<file path="src/rtl/dot_product_accumulator.sv">
// dot_product_accumulator
// Sums VEC_LEN unsigned products into one dot-product and presents each
// finished sum on a valid/ready port. The result is registered, so no
// combinational path runs from prod to acc_data.
//
// Build option: define DOT_ACC_DBUF_EN for overlap mode. In that mode the
// next vector accumulates while the previous result is still being held.
// When the macro is undefined, input is stalled until the result is taken.
module dot_product_accumulator #(
  parameter int PROD_W  = 16,
  parameter int VEC_LEN = 8,
  parameter int ACC_W   = PROD_W + $clog2(VEC_LEN),
  parameter int CNT_W   = $clog2(VEC_LEN)
) (
  input  logic              clk,
  input  logic              rst,
  input  logic              clear,
  input  logic              prod_valid,
  output logic              prod_ready,
  input  logic [PROD_W-1:0] prod,
  output logic              acc_valid,
  input  logic              acc_ready,
  output logic [ACC_W-1:0]  acc_data,
  output logic [CNT_W-1:0]  term_cnt
);

  typedef enum logic {ACCUM, DONE} state_t;

  state_t           state_reg;
  logic [ACC_W-1:0] acc_reg;
  logic [ACC_W-1:0] acc_sum;
  logic             accept;
  logic             take;
  logic             last_term;

  assign accept    = prod_valid & prod_ready;
  assign take      = acc_valid & acc_ready;
  assign last_term = (term_cnt == CNT_W'(VEC_LEN - 1));

  // Running sum including the offered product. This value is only used
  // under accept, so an undefined prod on idle cycles never reaches acc.
  assign acc_sum = acc_reg + ACC_W'(prod);

`ifdef DOT_ACC_DBUF_EN
  // The final term may enter only when the held result leaves in the same
  // cycle. This keeps one product per cycle while the consumer keeps up.
  assign prod_ready = !(last_term && acc_valid && !acc_ready);

  // Accumulator and result FSM for overlap mode.
  always_ff @(posedge clk or posedge rst) begin
    if (rst) begin
      state_reg <= ACCUM;
      acc_reg   <= '0;
      term_cnt  <= '0;
      acc_valid <= 1'b0;
      acc_data  <= '0;
    end else if (clear) begin
      state_reg <= ACCUM;
      acc_reg   <= '0;
      term_cnt  <= '0;
      acc_valid <= 1'b0;
    end else begin
      case (state_reg)
        ACCUM: begin
          if (accept) begin
            if (last_term) begin
              acc_data  <= acc_sum;
              acc_valid <= 1'b1;
              acc_reg   <= '0;
              term_cnt  <= '0;
              state_reg <= DONE;
            end else begin
              acc_reg  <= acc_sum;
              term_cnt <= term_cnt + CNT_W'(1);
            end
          end
        end
        DONE: begin
          if (accept && last_term) begin
            // The old result is taken in this same cycle, and the new
            // result replaces it. acc_valid therefore stays high.
            acc_data <= acc_sum;
            acc_reg  <= '0;
            term_cnt <= '0;
          end else begin
            if (accept) begin
              acc_reg  <= acc_sum;
              term_cnt <= term_cnt + CNT_W'(1);
            end
            if (take) begin
              acc_valid <= 1'b0;
              state_reg <= ACCUM;
            end
          end
        end
        default: state_reg <= ACCUM;
      endcase
    end
  end
`else
  logic prod_ready_reg;

  assign prod_ready = prod_ready_reg;

  // Accumulator and result FSM for single-buffer mode. Input is stalled
  // while a result is held.
  always_ff @(posedge clk or posedge rst) begin
    if (rst) begin
      state_reg      <= ACCUM;
      acc_reg        <= '0;
      term_cnt       <= '0;
      acc_valid      <= 1'b0;
      acc_data       <= '0;
      prod_ready_reg <= 1'b1;
    end else if (clear) begin
      state_reg      <= ACCUM;
      acc_reg        <= '0;
      term_cnt       <= '0;
      acc_valid      <= 1'b0;
      prod_ready_reg <= 1'b1;
    end else begin
      case (state_reg)
        ACCUM: begin
          if (accept) begin
            if (last_term) begin
              acc_data       <= acc_sum;
              acc_valid      <= 1'b1;
              acc_reg        <= '0;
              term_cnt       <= '0;
              prod_ready_reg <= 1'b0;
              state_reg      <= DONE;
            end else begin
              acc_reg  <= acc_sum;
              term_cnt <= term_cnt + CNT_W'(1);
            end
          end
        end
        DONE: begin
          if (take) begin
            acc_valid      <= 1'b0;
            prod_ready_reg <= 1'b1;
            state_reg      <= ACCUM;
          end
        end
        default: state_reg <= ACCUM;
      endcase
    end
  end
`endif

endmodule
</file>
<file path="config.mk">
export PLATFORM = sky130hd
export DESIGN_NAME = dot_product_accumulator
export DESIGN_NICKNAME = d
export VERILOG_FILES = /design/src/rtl/dot_product_accumulator.sv
export SDC_FILE = /design/constraint.sdc
export NUM_CORES = 1
export LEC_CHECK = 0
export BUFFER_PORTS_ARGS = -buffer_cell sky130_fd_sc_hd__buf_4
export CORE_MARGIN = 1
export CORE_UTILIZATION = 60
export DETAILED_ROUTE_END_ITERATION = 10
export HOLD_SLACK_MARGIN = 0.02
export PLACE_DENSITY = 0.89
export SYNTH_ARGS = -nofsm -noshare
export SYNTH_HDL_FRONTEND = slang
export SYNTH_SLANG_ARGS = --single-unit
</file>
<file path="constraint.sdc">
create_clock -name clk -period 6.3 [get_ports clk]
set_input_delay 0.315 -clock clk [delete_from_list [all_inputs] [get_ports clk]]
set_output_delay 0.315 -clock clk [all_outputs]
set_load 0.005 [all_outputs]
</file>
==> insert_results.sql, run 1 <==
INSERT INTO impl_metrics (metric_group, metric, value, unit) VALUES
('critical_path', 'required', '6.49', 'ns'),
('floorplan', 'floorplan.die_area', '0.00457', 'mm^2'),
('synthesis', 'mappedNetlistArea', '0.00258', 'mm^2'),
('critical_path', 'crit_path_top_delay_cell', 'sky130_fd_sc_hd__o41ai_1', ''),
('final_layout', 'finalNetCount', '358', ''),
('place', 'post_dp_cell_area', '0.00297', 'mm^2'),
('clock_network', 'cts-root-to-sink-buffers', '2', ''),
('pwr', 'max_vdd_drop', '0.170', 'mV'),
('synthesis', 'synth_nets', '312', ''),
('sta', 'setup_viol', '0', ''),
('final_layout', 'layout.core_utilization', '75.5', '%'),
('synthesis', 'synth.distinct_cells', '45', ''),
('critical_path', 'crit_path_start_kind', 'flip-flop', ''),
('floorplan', 'num_io_pins', '45', ''),
('clock_network', 'postCtsHoldBufs', '0', ''),
('clock_network', 'worstSkewPairLatency', '0.30', 'ns'),
('place', 'io_buffer_count', '44', ''),
('detailed_routing', 'number_of_search_and_repair_iterations_in_the_first_detailed_routing_pass', '4', ''),
('grt', 'grt_start_max_net_pins', '45', ''),
('sta', 'worst_slew_margin_rel', '39.0', '%'),
('synthesis', 'avgSynthCellArea', '9.49', 'um^2'),
('floorplan', 'initial_core_utilization', '63.6', '%'),
('pwr', 'leakage', '1.49', 'nW'),
('sta', 'worst_slew_pin_slew', '0.908', 'ns'),
('sta', 'grt_setup_unrepaired', 'false', ''),
('critical_path', 'cp.buffers_inverters', '0', ''),
('detailed_routing', 'detail_route.wl_per_cell', '15.6', 'um'),
('place', 'place_hpwl', '4.17', 'mm'),
('synthesis', 'number_of_storage_elements_in_the_synthesis_netlist', '44', ''),
('grt', 'grt_pass1_wl', '9.38', 'mm'),
('synthesis', 'synth_edf_count', '0', ''),
('detailed_routing', 'detail_route.drc_violations', '0', ''),
('grt', 'first_global_vias', '2036', ''),
('final_layout', 'synthToLayoutAreaGrowth', '18.7', '%'),
('clock_network', 'cts_made_buffers', '5', ''),
('final_layout', 'post-route-cell-area', '0.00306', 'mm^2'),
('job', 'drv_cap', '0', ''),
('grt', 'grt_remaining_overflow', '0', ''),
('floorplan', 'die-width', '67.6', 'um'),
('detailed_routing', 'first_iter_violations', '143', ''),
('final_layout', 'post_layout_nonfiller_instances', '369', ''),
('synthesis', 'synth_sequential_area_ratio', '42.7', '%'),
('status', 'result_of_the_run', 'complete, no violations', ''),
('critical_path', 'cpPeakStageDelay', '0.62', 'ns'),
('critical_path', 'timing.critical_path.to_type', 'flip-flop', ''),
('critical_path', 'cp_data_arrival_time', '3.01', 'ns'),
('sta', 'final_hold_viol_count', '0', ''),
('clock_network', 'worst_setup_hold_path_clk_slew', '0.09', 'ns'),
('detailed_routing', 'drt.antenna.violating_nets', '0', ''),
('final_layout', 'n_antenna_cell', '0', ''),
('clock_network', 'cts_root_buffer', 'sky130_fd_sc_hd__clkbuf_8', ''),
('final_layout', 'drive_above_1_share', '21.0', '%'),
('clock_network', 'clock_tree_from_tritoncts', 'done', ''),
('critical_path', 'worst-setup-path-type', 'reg -> reg', ''),
('sta', 'min_period', '2.82', 'ns'),
('detailed_routing', 'dr_total_vias', '2239', ''),
('sta', 'fin_worst_skew', '0.00560', 'ns'),
('synthesis', 'synth_top_flop_cell', 'sky130_fd_sc_hd__dfrtp_1', ''),
('synthesis', 'asyncSetResetFlopFracSynth', '100', '%'),
('place', 'placedCellCount', '361', ''),
('sta', 'max_freq', '355', 'MHz'),
('floorplan', 'die_h', '67.6', 'um'),
('sta', 'holdWs', '0.148', 'ns'),
('clock_network', 'cts-htree-levels', '2', ''),
('sta', 'min_period_over_period', '44.7', '%'),
('floorplan', 'placement_rows', '23', ''),
('final_layout', 'fillCellCount', '284', ''),
('critical_path', 'cp_max_fo', '4', ''),
('critical_path', 'crit_path_cell_trace', 'ha_1 > fa_1 > a211oi_2 > nor2_1 > o41ai_1 > o221ai_1 > xor2_1 > mux2_2', ''),
('synthesis', 'ys_warn_count', '0', ''),
('clock_network', 'postCtsResizedCells', '0', '');
[final cells by class]
cell class / instances / area [um^2] / area share [%]
well taps: 50 / 62.6 / 2.04
multi-input cells: 215 / 1430 / 46.7
clock inverters: 1 / 7.51 / 0.245
inverters: 4 / 15.0 / 0.490
clock buffers: 7 / 86.3 / 2.82
flip-flops and latches: 44 / 1100 / 36.0
repair buffers: 48 / 360 / 11.8
[synthesized netlist by cell type, types with 2 or more instances]
master	count	area, um^2
sky130_fd_sc_hd__o21ai_0	20	100
sky130_fd_sc_hd__a22o_1	10	87.6
sky130_fd_sc_hd__nand2_1	47	176
sky130_fd_sc_hd__inv_1	4	15.0
sky130_fd_sc_hd__o211ai_1	3	22.5
sky130_fd_sc_hd__nand3_1	4	20.0
sky130_fd_sc_hd__nor2_1	18	67.6
sky130_fd_sc_hd__a31oi_1	2	12.5
sky130_fd_sc_hd__xor2_1	7	61.3
sky130_fd_sc_hd__o41ai_1	2	17.5
sky130_fd_sc_hd__a21o_1	5	37.5
sky130_fd_sc_hd__o21bai_1	2	15.0
sky130_fd_sc_hd__xnor2_1	5	43.8
sky130_fd_sc_hd__nand4_1	2	12.5
sky130_fd_sc_hd__dfrtp_1	43	1080
sky130_fd_sc_hd__o31ai_1	3	22.5
sky130_fd_sc_hd__o21ai_1	2	10.0
sky130_fd_sc_hd__and2_1	2	12.5
sky130_fd_sc_hd__a21oi_1	21	105
sky130_fd_sc_hd__mux2_2	6	67.6
sky130_fd_sc_hd__ha_1	18	225
sky130_fd_sc_hd__a211oi_1	5	37.5
sky130_fd_sc_hd__nor3_1	4	20.0
sky130_fd_sc_hd__o21a_1	4	30.0
sky130_fd_sc_hd__or3_1	5	31.3
sky130_fd_sc_hd__or4_1	2	15.0
sky130_fd_sc_hd__clkbuf_1	8	30.0
[per-layer routing]
metal / track usage (%) / share of wire [%] / vias up
met5: 0 / 0 / -
met4: 9.31 / 1.6 / 0
met3: 5.24 / 5.8 / 12
met2: 41.1 / 45 / 89
met1: 39.1 / 48 / 1047
li1: - / - / 1091
[final timing paths]
kind,startpoint,end,slack [ns],cells after the start
min reg2reg,acc_data[4]$_DFFE_PP0P_,acc_data[4]$_DFFE_PP0P_,0.48,2
min,rst,acc_data[0]$_DFFE_PP0P_,0.15,3
max,acc_reg[0]$_DFFE_PP0P_,acc_data[14]$_DFFE_PP0P_,3.48,8
min in group clk,acc_ready,state_reg$_DFF_PP0_,0.22,2
max in group asynchronous,rst,prod_ready$_DFFE_PP1P_,5.78,3
max reg2reg,acc_reg[0]$_DFFE_PP0P_,acc_data[14]$_DFFE_PP0P_,3.48,8
[metrics by stage]
step | setup slack, ns | power [W]
6_report | 3.48 | 0.000723
5_1_grt | 3.34 | 0.000764
4_1_cts | 3.51 | 0.000721
3_5_place_dp | 3.47 | 0.000535
3_3_place_gp | 3.56 | 0.000528
2_1_floorplan | 3.89 | 0.000480
[worst register-to-register path, cell delays in order (launching register included)]
cell and delay, ns:
sky130_fd_sc_hd__dfrtp_1 0.39, sky130_fd_sc_hd__ha_1 0.21, sky130_fd_sc_hd__fa_1 0.43, sky130_fd_sc_hd__a211oi_2 0.19, sky130_fd_sc_hd__nor2_1 0.11, sky130_fd_sc_hd__o41ai_1 0.62
sky130_fd_sc_hd__o221ai_1 0.26, sky130_fd_sc_hd__xor2_1 0.21, sky130_fd_sc_hd__mux2_2 0.28
[placed cells by master, fill, tap and decap left out, types with 2 or more instances in the layout]
master / Yosys / layout
sky130_fd_sc_hd__ha_1: 18 / 18
sky130_fd_sc_hd__nor2_1: 18 / 18
sky130_fd_sc_hd__o21a_1: 4 / 4
sky130_fd_sc_hd__dfrtp_1: 43 / 43
sky130_fd_sc_hd__clkbuf_8: 0 / 6
sky130_fd_sc_hd__buf_4: 0 / 48
sky130_fd_sc_hd__or3_1: 5 / 5
sky130_fd_sc_hd__nor3_1: 4 / 4
sky130_fd_sc_hd__a31oi_1: 2 / 2
sky130_fd_sc_hd__o41ai_1: 2 / 2
sky130_fd_sc_hd__o21bai_1: 2 / 2
sky130_fd_sc_hd__o211ai_1: 3 / 3
sky130_fd_sc_hd__o21ai_1: 2 / 2
sky130_fd_sc_hd__o31ai_1: 3 / 3
sky130_fd_sc_hd__a211oi_1: 5 / 5
sky130_fd_sc_hd__xnor2_1: 5 / 5
sky130_fd_sc_hd__nand2_1: 47 / 47
sky130_fd_sc_hd__a21oi_1: 21 / 21
sky130_fd_sc_hd__mux2_2: 6 / 6
sky130_fd_sc_hd__a21o_1: 5 / 5
sky130_fd_sc_hd__a22o_1: 10 / 10
sky130_fd_sc_hd__inv_1: 4 / 3
sky130_fd_sc_hd__xor2_1: 7 / 7
sky130_fd_sc_hd__nand3_1: 4 / 4
sky130_fd_sc_hd__and2_1: 2 / 2
sky130_fd_sc_hd__nand4_1: 2 / 2
sky130_fd_sc_hd__or4_1: 2 / 2
sky130_fd_sc_hd__o21ai_0: 20 / 20
[report_power, final]
group / internal (W) / switching (W) / total (W)
sequential: 0.000302 / 0.0000143 / 0.000316
clock: 0.0000893 / 0.000101 / 0.000190
combinational: 0.0000893 / 0.000128 / 0.000217
[kinds of logic (layout without fill, tap and decap cells)]
family	after synthesis	after routing	synth area share [%]
DFF	44	44	42.7
buffers and inverters	13	60	1.94
AOI/OAI and AO/OA	91	91	24.3
adders and majority gates	19	19	9.50
muxes	6	6	2.62
xor gates and xnor gates	12	12	4.07
and+or+nand+nor	87	87	14.9
Note: power is estimated with default switching activity, not from simulation.
==> run 2: changes to the inputs <==
--- a/config.mk
+++ b/config.mk
@@ -7,10 +7,10 @@
 export LEC_CHECK = 0
 export BUFFER_PORTS_ARGS = -buffer_cell sky130_fd_sc_hd__buf_4
 export CORE_MARGIN = 1
-export CORE_UTILIZATION = 60
+export CORE_UTILIZATION = 56
 export DETAILED_ROUTE_END_ITERATION = 10
 export HOLD_SLACK_MARGIN = 0.02
-export PLACE_DENSITY = 0.89
+export PLACE_DENSITY = 0.84
 export SYNTH_ARGS = -nofsm -noshare
 export SYNTH_HDL_FRONTEND = slang
 export SYNTH_SLANG_ARGS = --single-unit
==> constraint.sdc (replaced) <==
create_clock -name clk -period 2.8 [get_ports clk]
set_input_delay 0.14 -clock clk [delete_from_list [all_inputs] [get_ports clk]]
set_output_delay 0.14 -clock clk [all_outputs]
set_load 0.005 [all_outputs]
==> insert_results.sql, run 2 (synthesis results as in run 1) <==
INSERT INTO impl_metrics (metric_group, metric, value, unit) VALUES
('status', 'result_of_the_run', 'complete, no violations', ''),
('critical_path', 'timing.critical_path.to_type', 'flip-flop', ''),
('sta', 'min_period_over_period', '91.5', '%'),
('hold_path', 'hp-class', 'in -> reg', ''),
('place', 'place_hpwl', '4.25', 'mm'),
('critical_path', 'crit_path_top_delay_cell', 'sky130_fd_sc_hd__fa_1', ''),
('critical_path', 'worst_r2r_endpoint', 'acc_data[14]$_DFFE_PP0P_', ''),
('grt', 'antenna_found_initial', '0', ''),
('final_layout', 'most-common-layout-cells', '50 x sky130_fd_sc_hd__buf_4, 47 x sky130_fd_sc_hd__nand2_1, 43 x sky130_fd_sc_hd__dfrtp_1, 21 x sky130_fd_sc_hd__a21oi_1, 20 x sky130_fd_sc_hd__o21ai_0', ''),
('floorplan', 'floorplan.die_area', '0.00489', 'mm^2'),
('final_layout', 'finalNetCount', '361', ''),
('detailed_routing', 'detail_route.drc_violations', '0', ''),
('critical_path', 'cp_max_fo', '4', ''),
('pwr', 'total_power', '0.00172', 'W'),
('clock_network', 'worstSkewPairLatency', '0.30', 'ns'),
('clock_network', 'worst_setup_hold_path_clk_slew', '0.09', 'ns'),
('critical_path', 'cp_data_arrival_time', '2.76', 'ns'),
('clock_network', 'cts_made_buffers', '5', ''),
('job', 'drv_cap', '0', ''),
('critical_path', 'required', '3.00', 'ns'),
('critical_path', 'rr_worst_depth', '9', ''),
('floorplan', 'placement_rows', '24', ''),
('place', 'post_dp_cell_area', '0.00299', 'mm^2'),
('floorplan', 'core_box_area', '0.00438', 'mm^2'),
('floorplan', 'die-width', '69.9', 'um'),
('floorplan', 'initial_core_utilization', '58.9', '%'),
('sta', 'min_period', '2.56', 'ns'),
('final_layout', 'multiInputGateArea', '0.00143', 'mm^2'),
('sta', 'worst_slew_pin_slew', '0.774', 'ns'),
('critical_path', 'ff_to_ff_start', 'acc_reg[0]$_DFFE_PP0P_', ''),
('grt', 'grt_remaining_overflow', '0', ''),
('critical_path', 'crit_path_cell_trace', 'ha_1 > fa_1 > a211oi_2 > nor2_1 > o41ai_1 > buf_4 > o221ai_1 > xor2_1 > mux2_2', ''),
('sta', 'max_freq', '390', 'MHz'),
('sta', 'grt_setup_unrepaired', 'false', ''),
('final_layout', 'seq_area', '0.00110', 'mm^2'),
('critical_path', 'r2r_setup_slack', '0.24', 'ns'),
('hold_path', 'worst_hold_endpoint', 'state_reg$_DFF_PP0_', ''),
('critical_path', 'cpPeakStageDelay', '0.45', 'ns'),
('detailed_routing', 'detail_route.wl_per_cell', '16.1', 'um'),
('place', 'io_buffer_count', '44', ''),
('floorplan', 'num_io_pins', '45', ''),
('sta', 'fin_worst_skew', '0.00838', 'ns'),
('final_layout', 'fillCellCount', '349', ''),
('final_layout', 'post-route-cell-area', '0.00311', 'mm^2'),
('grt', 'grtUsageTotal', '26.0', '%'),
('clock_network', 'postCtsResizedCells', '0', ''),
('critical_path', 'worstSetupStartpoint', 'acc_reg[0]$_DFFE_PP0P_', ''),
('sta', 'final.setup.tns', '0', 'ns'),
('clock_network', 'cts_root_buffer', 'sky130_fd_sc_hd__clkbuf_8', ''),
('detailed_routing', 'drt.antenna.violating_nets', '0', ''),
('pwr', 'leakage', '1.52', 'nW'),
('detailed_routing', 'number_of_search_and_repair_iterations_in_the_first_detailed_routing_pass', '4', ''),
('critical_path', 'worst-setup-path-type', 'reg -> reg', ''),
('pwr', 'power.density_cell_area', '551', 'mW/mm^2'),
('sta', 'worst_slew_margin_rel', '48.1', '%'),
('floorplan', 'die_h', '69.9', 'um'),
('sta', 'final_hold_viol_count', '0', ''),
('clock_network', 'numClockSinks', '44', ''),
('detailed_routing', 'first_iter_violations', '188', ''),
('hold_path', 'min_delay_path_depth', '2', ''),
('detailed_routing', 'avgViaCountPerCell', '5.99', ''),
('final_layout', 'drive_above_1_share', '21.7', '%'),
('detailed_routing', 'dr_total_vias', '2239', ''),
('pwr', 'max_vdd_drop', '0.381', 'mV'),
('sta', 'maxSlewViolCount', '0', ''),
('sta', 'holdWs', '0.0351', 'ns'),
('grt', 'grt_pass1_wl', '10.0', 'mm'),
('hold_path', 'worstHoldStart', 'acc_ready', ''),
('clock_network', 'clock_tree_from_tritoncts', 'done', ''),
('final_layout', 'leading_cell_type_in_the_layout_fill_and_taps_excluded', 'sky130_fd_sc_hd__buf_4', ''),
('clock_network', 'cts-htree-levels', '2', ''),
('critical_path', 'crit_path_start_kind', 'flip-flop', ''),
('detailed_routing', 'wl', '6.01', 'mm'),
('final_layout', 'synthToLayoutAreaGrowth', '20.6', '%'),
('final_layout', 'n_antenna_cell', '0', ''),
('grt', 'first_global_vias', '2186', ''),
('place', 'place.gp.congestion', '0.909', ''),
('grt', 'grt_start_max_net_pins', '25', ''),
('clock_network', 'cts-root-to-sink-buffers', '2', ''),
('sta', 'setup_viol', '0', '');
==> run 2: cell type report <==
cell class                 count  share of cell area [%]
sequential                    44                    35.4
clock inverter                 3                    1.53
multi-input combinational    215                    45.9
timing repair buffer          51                    12.4
inverter                       4                   0.482
tap                           52                    2.09
clock buffer                   5                    2.21
==> run 2: worst max path at each step <==
stage	cells past startpoint	slack, ns	endpoint
after CTS	9	0.23	acc_data[14]$_DFFE_PP0P_
after global placement	9	0.36	acc_data[14]$_DFFE_PP0P_
final	9	0.24	acc_data[14]$_DFFE_PP0P_
after global routing	9	0.06	acc_data[14]$_DFFE_PP0P_
after floorplan	8	0.39	acc_data[14]$_DFFE_PP0P_
after detailed placement	9	0.24	acc_data[14]$_DFFE_PP0P_
==> run 2: repair_timing <==
action / in CTS / in global routing
hold buffers: 1 / 0
endpoints found under the hold margin: 20 / 0
setup buffers: 0 / 0
==> run 2: metrics by stage <==
step	utilization [%]	worst slack, ns	instances
floorplan	-	0.395	272
detailed placement	68.2	0.242	365
CTS	71.0	0.226	374
global route	71.0	0.0620	374
global placement	68.2	0.361	365
finish	71.0	0.238	374
==> run 2: power by group <==
part	leakage [nW]	total, W	internal [W]	switching [W]
Sequential	0.600	0.000709	0.000679	0.0000309
Combinational	0.860	0.000502	0.000206	0.000296
Clock	0.0583	0.000504	0.000269	0.000235
Total	1.52	0.00172	0.00115	0.000562
==> run 2: layer usage <==
layer	part of all wire [%]	up-vias	track usage [%]	wire [um]
met2	49	62	42.0	2960
met1	44	1065	35.0	2660
li1	-	1099	-	-
met4	1.6	0	9.56	94
met3	4.8	13	5.05	291
met5	0	-	0	0
==> run 2: critical path, delay by kind of cell, from the launching register on <==
kind | cells | cell delay (ns)
adder cells (fa/ha/maj) | 2 | 0.66
multiplexers | 1 | 0.27
XOR/XNOR | 1 | 0.18
flip-flops | 1 | 0.39
AND/OR/NAND/NOR | 1 | 0.11
AO/OA/AOI/OAI | 3 | 0.65
buffers and inverters | 1 | 0.18
